**config.mk**
```make
export PLATFORM = sky130hd
export DESIGN_NAME = data_mem_arbiter
export DESIGN_NICKNAME = d
export VERILOG_FILES = /design/src/rtl/data_mem_arbiter.sv
export SDC_FILE = /design/constraint.sdc
export NUM_CORES = 1
export LEC_CHECK = 0
export BUFFER_PORTS_ARGS = -buffer_cell sky130_fd_sc_hd__buf_4
export CAP_MARGIN = 20
export CORE_AREA = 4 4 88 90
export CTS_BUF_LIST = sky130_fd_sc_hd__clkbuf_8
export CTS_CLUSTER_DIAMETER = 30
export CTS_CLUSTER_SIZE = 16
export DETAILED_ROUTE_END_ITERATION = 8
export DIE_AREA = 0 0 92 94
export PLACE_DENSITY = 0.74
export REMOVE_ABC_BUFFERS = 1
export SLEW_MARGIN = 15
export SYNTH_ARGS = -nofsm -noshare
export SYNTH_HDL_FRONTEND = slang
export SYNTH_SLANG_ARGS = --single-unit
```
**constraint.sdc**
```tcl
create_clock -name clk -period 3.6 [get_ports clk]
set_input_delay 0 -clock clk [delete_from_list [all_inputs] [get_ports clk]]
set_output_delay 0 -clock clk [all_outputs]
set_load 0.005 [all_outputs]
```
**src/rtl/data_mem_arbiter.sv**
```systemverilog
// rtl/data_mem_arbiter.sv - CPU/EXT arbiter for the single-port data memory
//
// Purpose: shares one single-port data memory (sync write, async read) between the
//   pipeline MEM stage (CPU port, priority) and an external requester (EXT port).
//   EXT is served in CPU-idle cycles, or forced in after MAX_WAIT starved cycles
//   while the CPU is stalled for that one slot.
//
// Ports:
//   clk, rst_n                      clock (rising edge), asynchronous active-low reset
//   i_cpu_read/i_cpu_write          MEM-stage load/store strobes
//   i_cpu_address/i_cpu_write_data  CPU word address and store data
//   o_cpu_read_data                 load data, 0 unless this is a granted CPU read
//   o_cpu_stall                     CPU access not performed this cycle
//   i_ext_req/i_ext_we              EXT request (held until ack), write/read select
//   i_ext_address/i_ext_write_data  EXT word address and write data
//   o_ext_ack                       one-cycle pulse in the cycle after the EXT slot
//   o_ext_read_data                 registered EXT read result, held after ack
//   o_mem_*                         address/data/enables to the memory
//   i_mem_read_data                 async read data from the memory
module data_mem_arbiter #(
  parameter int ADDR_WIDTH = 9,
  parameter int DATA_WIDTH = 32,
  parameter int MAX_WAIT   = 4,
  parameter int CNT_WIDTH  = 4
) (
  input  logic                  clk,
  input  logic                  rst_n,
  input  logic                  i_cpu_read,
  input  logic                  i_cpu_write,
  input  logic [ADDR_WIDTH-1:0] i_cpu_address,
  input  logic [DATA_WIDTH-1:0] i_cpu_write_data,
  output logic [DATA_WIDTH-1:0] o_cpu_read_data,
  output logic                  o_cpu_stall,
  input  logic                  i_ext_req,
  input  logic                  i_ext_we,
  input  logic [ADDR_WIDTH-1:0] i_ext_address,
  input  logic [DATA_WIDTH-1:0] i_ext_write_data,
  output logic                  o_ext_ack,
  output logic [DATA_WIDTH-1:0] o_ext_read_data,
  output logic [ADDR_WIDTH-1:0] o_mem_address,
  output logic [DATA_WIDTH-1:0] o_mem_write_data,
  output logic                  o_mem_write,
  output logic                  o_mem_read,
  input  logic [DATA_WIDTH-1:0] i_mem_read_data
);

  typedef enum logic [1:0] {
    IDLE  = 2'd0,
    FORCE = 2'd1,
    ACK   = 2'd2
  } state_t;

  // Counter value on the cycle whose starvation tips EXT into a forced slot.
  localparam logic [CNT_WIDTH-1:0] LAST_WAIT = CNT_WIDTH'(MAX_WAIT - 1);

  state_t               state, state_nxt;
  logic [CNT_WIDTH-1:0] wait_cnt, wait_cnt_nxt;
  logic                 cpu_active;
  logic                 ext_slot;
  logic                 cpu_grant;
  logic                 ext_go;
  logic                 cpu_go;

  assign cpu_active = i_cpu_read | i_cpu_write;

  // Next-state, starvation counter and slot ownership.
  always_comb begin
    state_nxt    = state;
    wait_cnt_nxt = wait_cnt;
    ext_slot     = 1'b0;
    cpu_grant    = 1'b0;
    case (state)
      IDLE: begin
        if (cpu_active) begin
          cpu_grant = 1'b1;
          if (i_ext_req) begin
            if (wait_cnt == LAST_WAIT) begin
              state_nxt    = FORCE;
              wait_cnt_nxt = '0;
            end else begin
              wait_cnt_nxt = wait_cnt + 1'b1;
            end
          end else begin
            wait_cnt_nxt = '0;
          end
        end else if (i_ext_req) begin
          ext_slot     = 1'b1;
          state_nxt    = ACK;
          wait_cnt_nxt = '0;
        end else begin
          wait_cnt_nxt = '0;
        end
      end
      FORCE: begin
        wait_cnt_nxt = '0;
        if (i_ext_req) begin
          ext_slot  = 1'b1;
          state_nxt = ACK;
        end else begin
          // Requester dropped out before its forced slot: give the cycle back.
          cpu_grant = cpu_active;
          state_nxt = IDLE;
        end
      end
      ACK: begin
        // Request is ignored here so a still-high req is not served twice.
        cpu_grant    = cpu_active;
        state_nxt    = IDLE;
        wait_cnt_nxt = '0;
      end
      default: begin
        state_nxt    = IDLE;
        wait_cnt_nxt = '0;
      end
    endcase
  end

  // Memory accesses are suppressed while reset is asserted so that an
  // asynchronous reset mid-cycle cannot let a write reach the memory edge.
  assign ext_go      = ext_slot & rst_n;
  assign cpu_go      = cpu_grant & rst_n;
  assign o_cpu_stall = cpu_active & ~cpu_grant;
  assign o_ext_ack   = (state == ACK);

  always_comb begin
    o_mem_address    = '0;
    o_mem_write_data = '0;
    o_mem_write      = 1'b0;
    o_mem_read       = 1'b0;
    if (ext_go) begin
      o_mem_address    = i_ext_address;
      o_mem_write_data = i_ext_write_data;
      o_mem_write      = i_ext_we;
      o_mem_read       = ~i_ext_we;
    end else if (cpu_go) begin
      o_mem_address    = i_cpu_address;
      o_mem_write_data = i_cpu_write_data;
      o_mem_write      = i_cpu_write;
      o_mem_read       = i_cpu_read;
    end
  end

  assign o_cpu_read_data = (cpu_go && i_cpu_read) ? i_mem_read_data : '0;

  always_ff @(posedge clk or negedge rst_n) begin
    if (!rst_n) begin
      state           <= IDLE;
      wait_cnt        <= '0;
      o_ext_read_data <= '0;
    end else begin
      state    <= state_nxt;
      wait_cnt <= wait_cnt_nxt;
      if (ext_go && !i_ext_we) begin
        o_ext_read_data <= i_mem_read_data;
      end
    end
  end

endmodule

```
After elaboration in Yosys (flattened, before gate mapping)
Cells that the tools add are included.
Widths: inputs -> output; s select.
{"block": "word_totals", "register_bits": 38}
{"block": "op_classes", "addsub": 1, "eq_ne": 5, "muxes": 25, "bitwise": 6, "n_reduce_logical": 5}
{"op": "$mux 32", "n": 3}
{"op": "$mux 9", "n": 2}
{"op": "$mux 4", "n": 4}
{"op": "$mux 2", "n": 5}
{"op": "$mux 1", "n": 8}
{"op": "$add 4x1->4 const B", "n": 1}
{"op": "$eq 4x2->1 const B", "n": 1}
{"op": "$pmux 2 s2", "n": 1}
{"op": "$and 1x1->1", "n": 3}
{"op": "$ne 3x3->1 const B", "n": 1}
{"op": "$pmux 1 s3", "n": 1}
{"op": "$eq 2x1->1 const B", "n": 1}
{"op": "$eq 2x2->1 const B", "n": 1}
{"op": "$logic_and 1x1->1", "n": 2}
{"op": "$logic_not 2->1", "n": 1}
{"op": "$ne 2x2->1 const B", "n": 1}
{"op": "$not 1->1", "n": 2}
{"op": "$pmux 1 s2", "n": 1}
{"op": "$reduce_and 2->1", "n": 1}
{"op": "$logic_not 1->1", "n": 1}
{"op": "$or 1x1->1", "n": 1}

Longest topological paths before layout
{"block": "depth", "word_depth": 6, "depth_mapped": 5, "ltp_nobuf": 3}

Worst setup path after synthesis
No wires, ideal clock.
{"block": "synth_timing", "path_type": "register to register", "from": "reg state[1]", "to": "reg o_ext_read_data[0]", "setup_time_ns": 0.125, "t_arrival_ns": 1.580, "required_time_ns": 3.475, "path_slack_ns": 1.895, "path_stages_with_launch": 6, "synth_period_minus_slack_ns": 1.705, "cell_sequence": "dfrtp_1 nand2b_1 or4_1 buf_2 buf_6 mux2_4"}
{"block": "synth_via", "elab_chain_len": 4, "elab_cells_between_ends": 5}
{"element": "start: declaration", "line": "56", "source": "state_t state, state_nxt;"}
{"element": "start signal: assignment", "line": "151", "source": "state <= state_nxt;"}
{"element": "$eq 2x1->1 or $logic_not 2->1 (tied branches)", "line": "72", "source": "case (state)"}
{"element": "$pmux 1 s2 *", "line": "72"}
{"element": "$and 1x1->1 *", "line": "120", "source": "assign ext_go = ext_slot & rst_n;"}
{"element": "$logic_and 1x1->1 *", "line": "153", "source": "if (ext_go && !i_ext_we) begin"}
{"element": "end signal: assignment", "line": "154", "source": "o_ext_read_data <= i_mem_read_data;"}
{"element": "end: declaration", "line": "39", "source": "output logic [DATA_WIDTH-1:0] o_ext_read_data,"}
Every way passes the cells marked *; elsewhere a longest branch is shown, timed or not.
A chain may end at the register's enable or synchronous reset.

Worst setup path in the final report
{"block": "layout_timing", "from": "in rst_n", "to": "out o_mem_read"}
{"block": "layout_via", "elab_chain_len": 3, "elab_cells_between_ends": 4}
{"element": "start: declaration", "line": "27", "source": "input logic rst_n,"}
{"element": "$and 1x1->1", "line": "121", "source": "assign cpu_go = cpu_grant & rst_n;"}
{"element": "$mux 1", "line": "135", "source": "end else if (cpu_go) begin"}
{"element": "$mux 1 *", "line": "130", "source": "if (ext_go) begin"}
{"element": "end: declaration", "line": "43", "source": "output logic o_mem_read,"}
Marked as above.

==> flow_summary_export.csv <==
group,metric,value,unit
setup_path,startpoint,"rst_n",
floorplanning,initial_core_util,31.7,%
floorplanning,die_w,92,microns
synth,ys_seq_area_share,42.6,%
drt,antenna_left,0,
global_route,grt_usage,20.5,%
drt,drtIter0Drc,112,
pwr,vdd_drop_max,280,uV
drt,num_vias,2585,
clock_tree,htree_levels,2,
clock_tree,cts_tree,"built",
pwr,powerDensity,363,nW/um^2
clock_tree,worst_skew_pair.late_latency,0.28,ns
sta,slew_viol_final,0,
clock_tree,ctsResizeCount,0,
floorplanning,chipHeight,94,microns
layout,layout_commonest_cell,"buf_4",
sta,worst_pin_slew,1.03,ns
setup_path,crit_slowest_cell,"or4_2",
floorplanning,fp.dieArea,8650,sq um
setup_path,crit_type,"input port to output port",
setup_path,worstPathRequired,3.60,ns
synth,synth_seq_cells,38,
layout,diodes,0,
clock_tree,clkSlewWorstSetupHoldPaths,0.07,ns
drt,wire_per_inst,17.5,microns
setup_path,crit_arrival,2.75,ns
run,cap_violations,0,
sta,finalSetupViolCount,0,
clock_tree,ctsHoldBuffers,33,
setup_path,crit_buf_inv,4,
hold_path,hp-class,"input port to flip-flop",
sta,slew_headroom,31.4,%
global_route,overflow,0,
global_route,grt_max_degree,43,
synth,ys_types,25,
sta,min_period_over_period,76.3,%
sta,finalWorstSetupSlack,0.854,ns
layout,synthToLayoutAreaGrowth,100,%
layout,layout_common_cells,"buf_4, a22o_1, dfrtp_1, dlygate4sd3_1, and3_1",
sta,rsz0062_at_grt,"no",
drt,drtPass1Iterations,4,
setup_path,crit_fanout,41,
sta,fmax,364,MHz
drt,routed_wl,9460,microns
pwr,leakagePower,0.00251,uW
setup_path,endpoint_kind,"output port",
clock_tree,clock_path_buffers,2,
clock_tree,numCtsBuffers,5,
hold_path,min-delay-start,"i_ext_req",
global_route,grt_pass1_vias,2626,
setup_path,crit_chain,"dlygate4sd3_1 -> buf_4 -> inv_1 -> or4_2 -> nand2_1 -> buf_4",
setup_path,worstSetupStartpointType,"input port",
global_route,antenna_found_initial,0,
synth,synth_area,2230,sq um
layout,drive_above_1_share,61.9,%
placement,io_buffers,228,
placement,dpl.hpwl,7000,microns
sta,finalSetupTns,0,ns
setup_path,cpMostUsedCell,"buf_4",
global_route,grt_pass1_wl,14000,microns
floorplanning,fp.coreArea,7060,sq um
clock_tree,cts_sinks,38,
placement,dp_slack,1.15,ns
sta,skew,0.00612,ns
setup_path,ff2ff_setup_slack,1.28,ns
floorplanning,ios,229,
drt,drc,0,
floorplanning,rows,31,
setup_path,reg2reg_from,"state[1]",
clock_tree,post_cts_buffers,0,
sta,fin_crit,2.75,ns
setup_path,crit_family,"simple AND/OR/NAND/NOR gates",
clock_tree,clockRootBuffer,"clkbuf_8",
synth,syn_inst,188,
placement,place_congestion,0.804,
drt,vias_per_cell,4.79,
layout,nets,561,
pwr,power.total,1620,uW
synth,yosys_warnings,0,
setup_path,max_stage_delay,1.19,ns
synth,synth.avg_cell_area,11.9,sq um
sta,hold_viol,0,
status,status,"finished clean",
[worst reg2reg max path, cell delays in order, from the launching register on]
cell      delay, ns
dfrtp_1        0.39
nand2b_1       0.20
or4_2          1.12
mux2_4         0.49
[cells in the mapped netlist]
library cell / number / area share (%)
a21oi_1: 1 / 0.22
a22o_1: 42 / 16
dfrtp_1: 38 / 43
buf_2: 3 / 0.67
nand2b_1: 3 / 0.84
nor2_1: 6 / 1.0
nand3_1: 2 / 0.45
buf_6: 3 / 1.5
nor2b_1: 1 / 0.28
and3_1: 32 / 9.0
xor2_1: 1 / 0.39
nor3b_1: 1 / 0.34
o21ba_1: 1 / 0.45
nor3_1: 1 / 0.22
mux2_4: 29 / 19
nand3b_1: 1 / 0.34
inv_1: 2 / 0.34
mux2_2: 3 / 1.5
ha_1: 1 / 0.56
or4_1: 1 / 0.34
clkbuf_1: 12 / 2.0
and2_1: 1 / 0.28
nor4b_1: 1 / 0.39
o21ai_0: 1 / 0.22
nand2_1: 1 / 0.17
[registers in the layout (all words and copies together) (netlist names)]
register,flops
state,2
wait_cnt,4
o_ext_read_data,32
[per-layer routing]
layer,vias to the layer above,track usage (%),share of wire [%]
met5,-,0,0
met4,0,4.95,1.5
li1,1214,-,-
met3,15,5.69,8.5
met2,133,39.1,54
met1,1223,22.5,36
[worst paths after layout]
path                                  endpoint  cells past startpoint
hold / removal                        state[1]                      3
setup reg to reg            o_ext_read_data[2]                      3
min in group asynchronous  o_ext_read_data[17]                      2
setup / recovery                    o_mem_read                      6
hold reg to reg                    wait_cnt[0]                      1
max in group asynchronous  o_ext_read_data[22]                      2
[kinds of logic after synthesis]
| kind of cell | Yosys count | share of synthesized area (%) |
|---|---|---|
| AOI/OAI and AO/OA | 45 | 17.4 |
| xor gates and xnor gates | 1 | 0.392 |
| adders and majority gates | 1 | 0.560 |
| buffers and inverters | 20 | 4.53 |
| DFF | 38 | 42.6 |
| muxes | 32 | 21.0 |
| and+or+nand+nor | 51 | 13.6 |
[power breakdown]
part	internal [uW]	switching [uW]	total, uW	leakage [uW]
Sequential	520	59.8	580	0.000476
Clock	296	150	445	0.0000714
Combinational	411	187	598	0.00196
[final cells by class]
cell class | count | area [sq um]
Inverter | 2 | 7.51
Timing Repair Buffer | 263 | 2060
Fill cell | 566 | 2580
Multi-Input combinational cell | 130 | 1190
Clock inverter | 2 | 60.1
Sequential cell | 38 | 951
Tap cell | 99 | 124
Clock buffer | 6 | 82.6
[per-stage QoR]
| step | std cells | cell area (sq um) | util (%) | hold slack [ns] |
|---|---|---|---|---|
| 6_report | 540 | 4480 | 63.4 | 0.0624 |
| 5_1_grt | 540 | 4480 | 63.4 | 0.112 |
| 4_1_cts | 540 | 4480 | 63.4 | 0.0553 |
| 3_5_place_dp | 499 | 4000 | 56.7 | 0.00430 |
| 3_3_place_gp | 499 | 4000 | 56.7 | -0.00839 |
| 2_1_floorplan | 170 | 2140 | - | -0.296 |
Note: power is estimated with default switching activity, not from simulation.
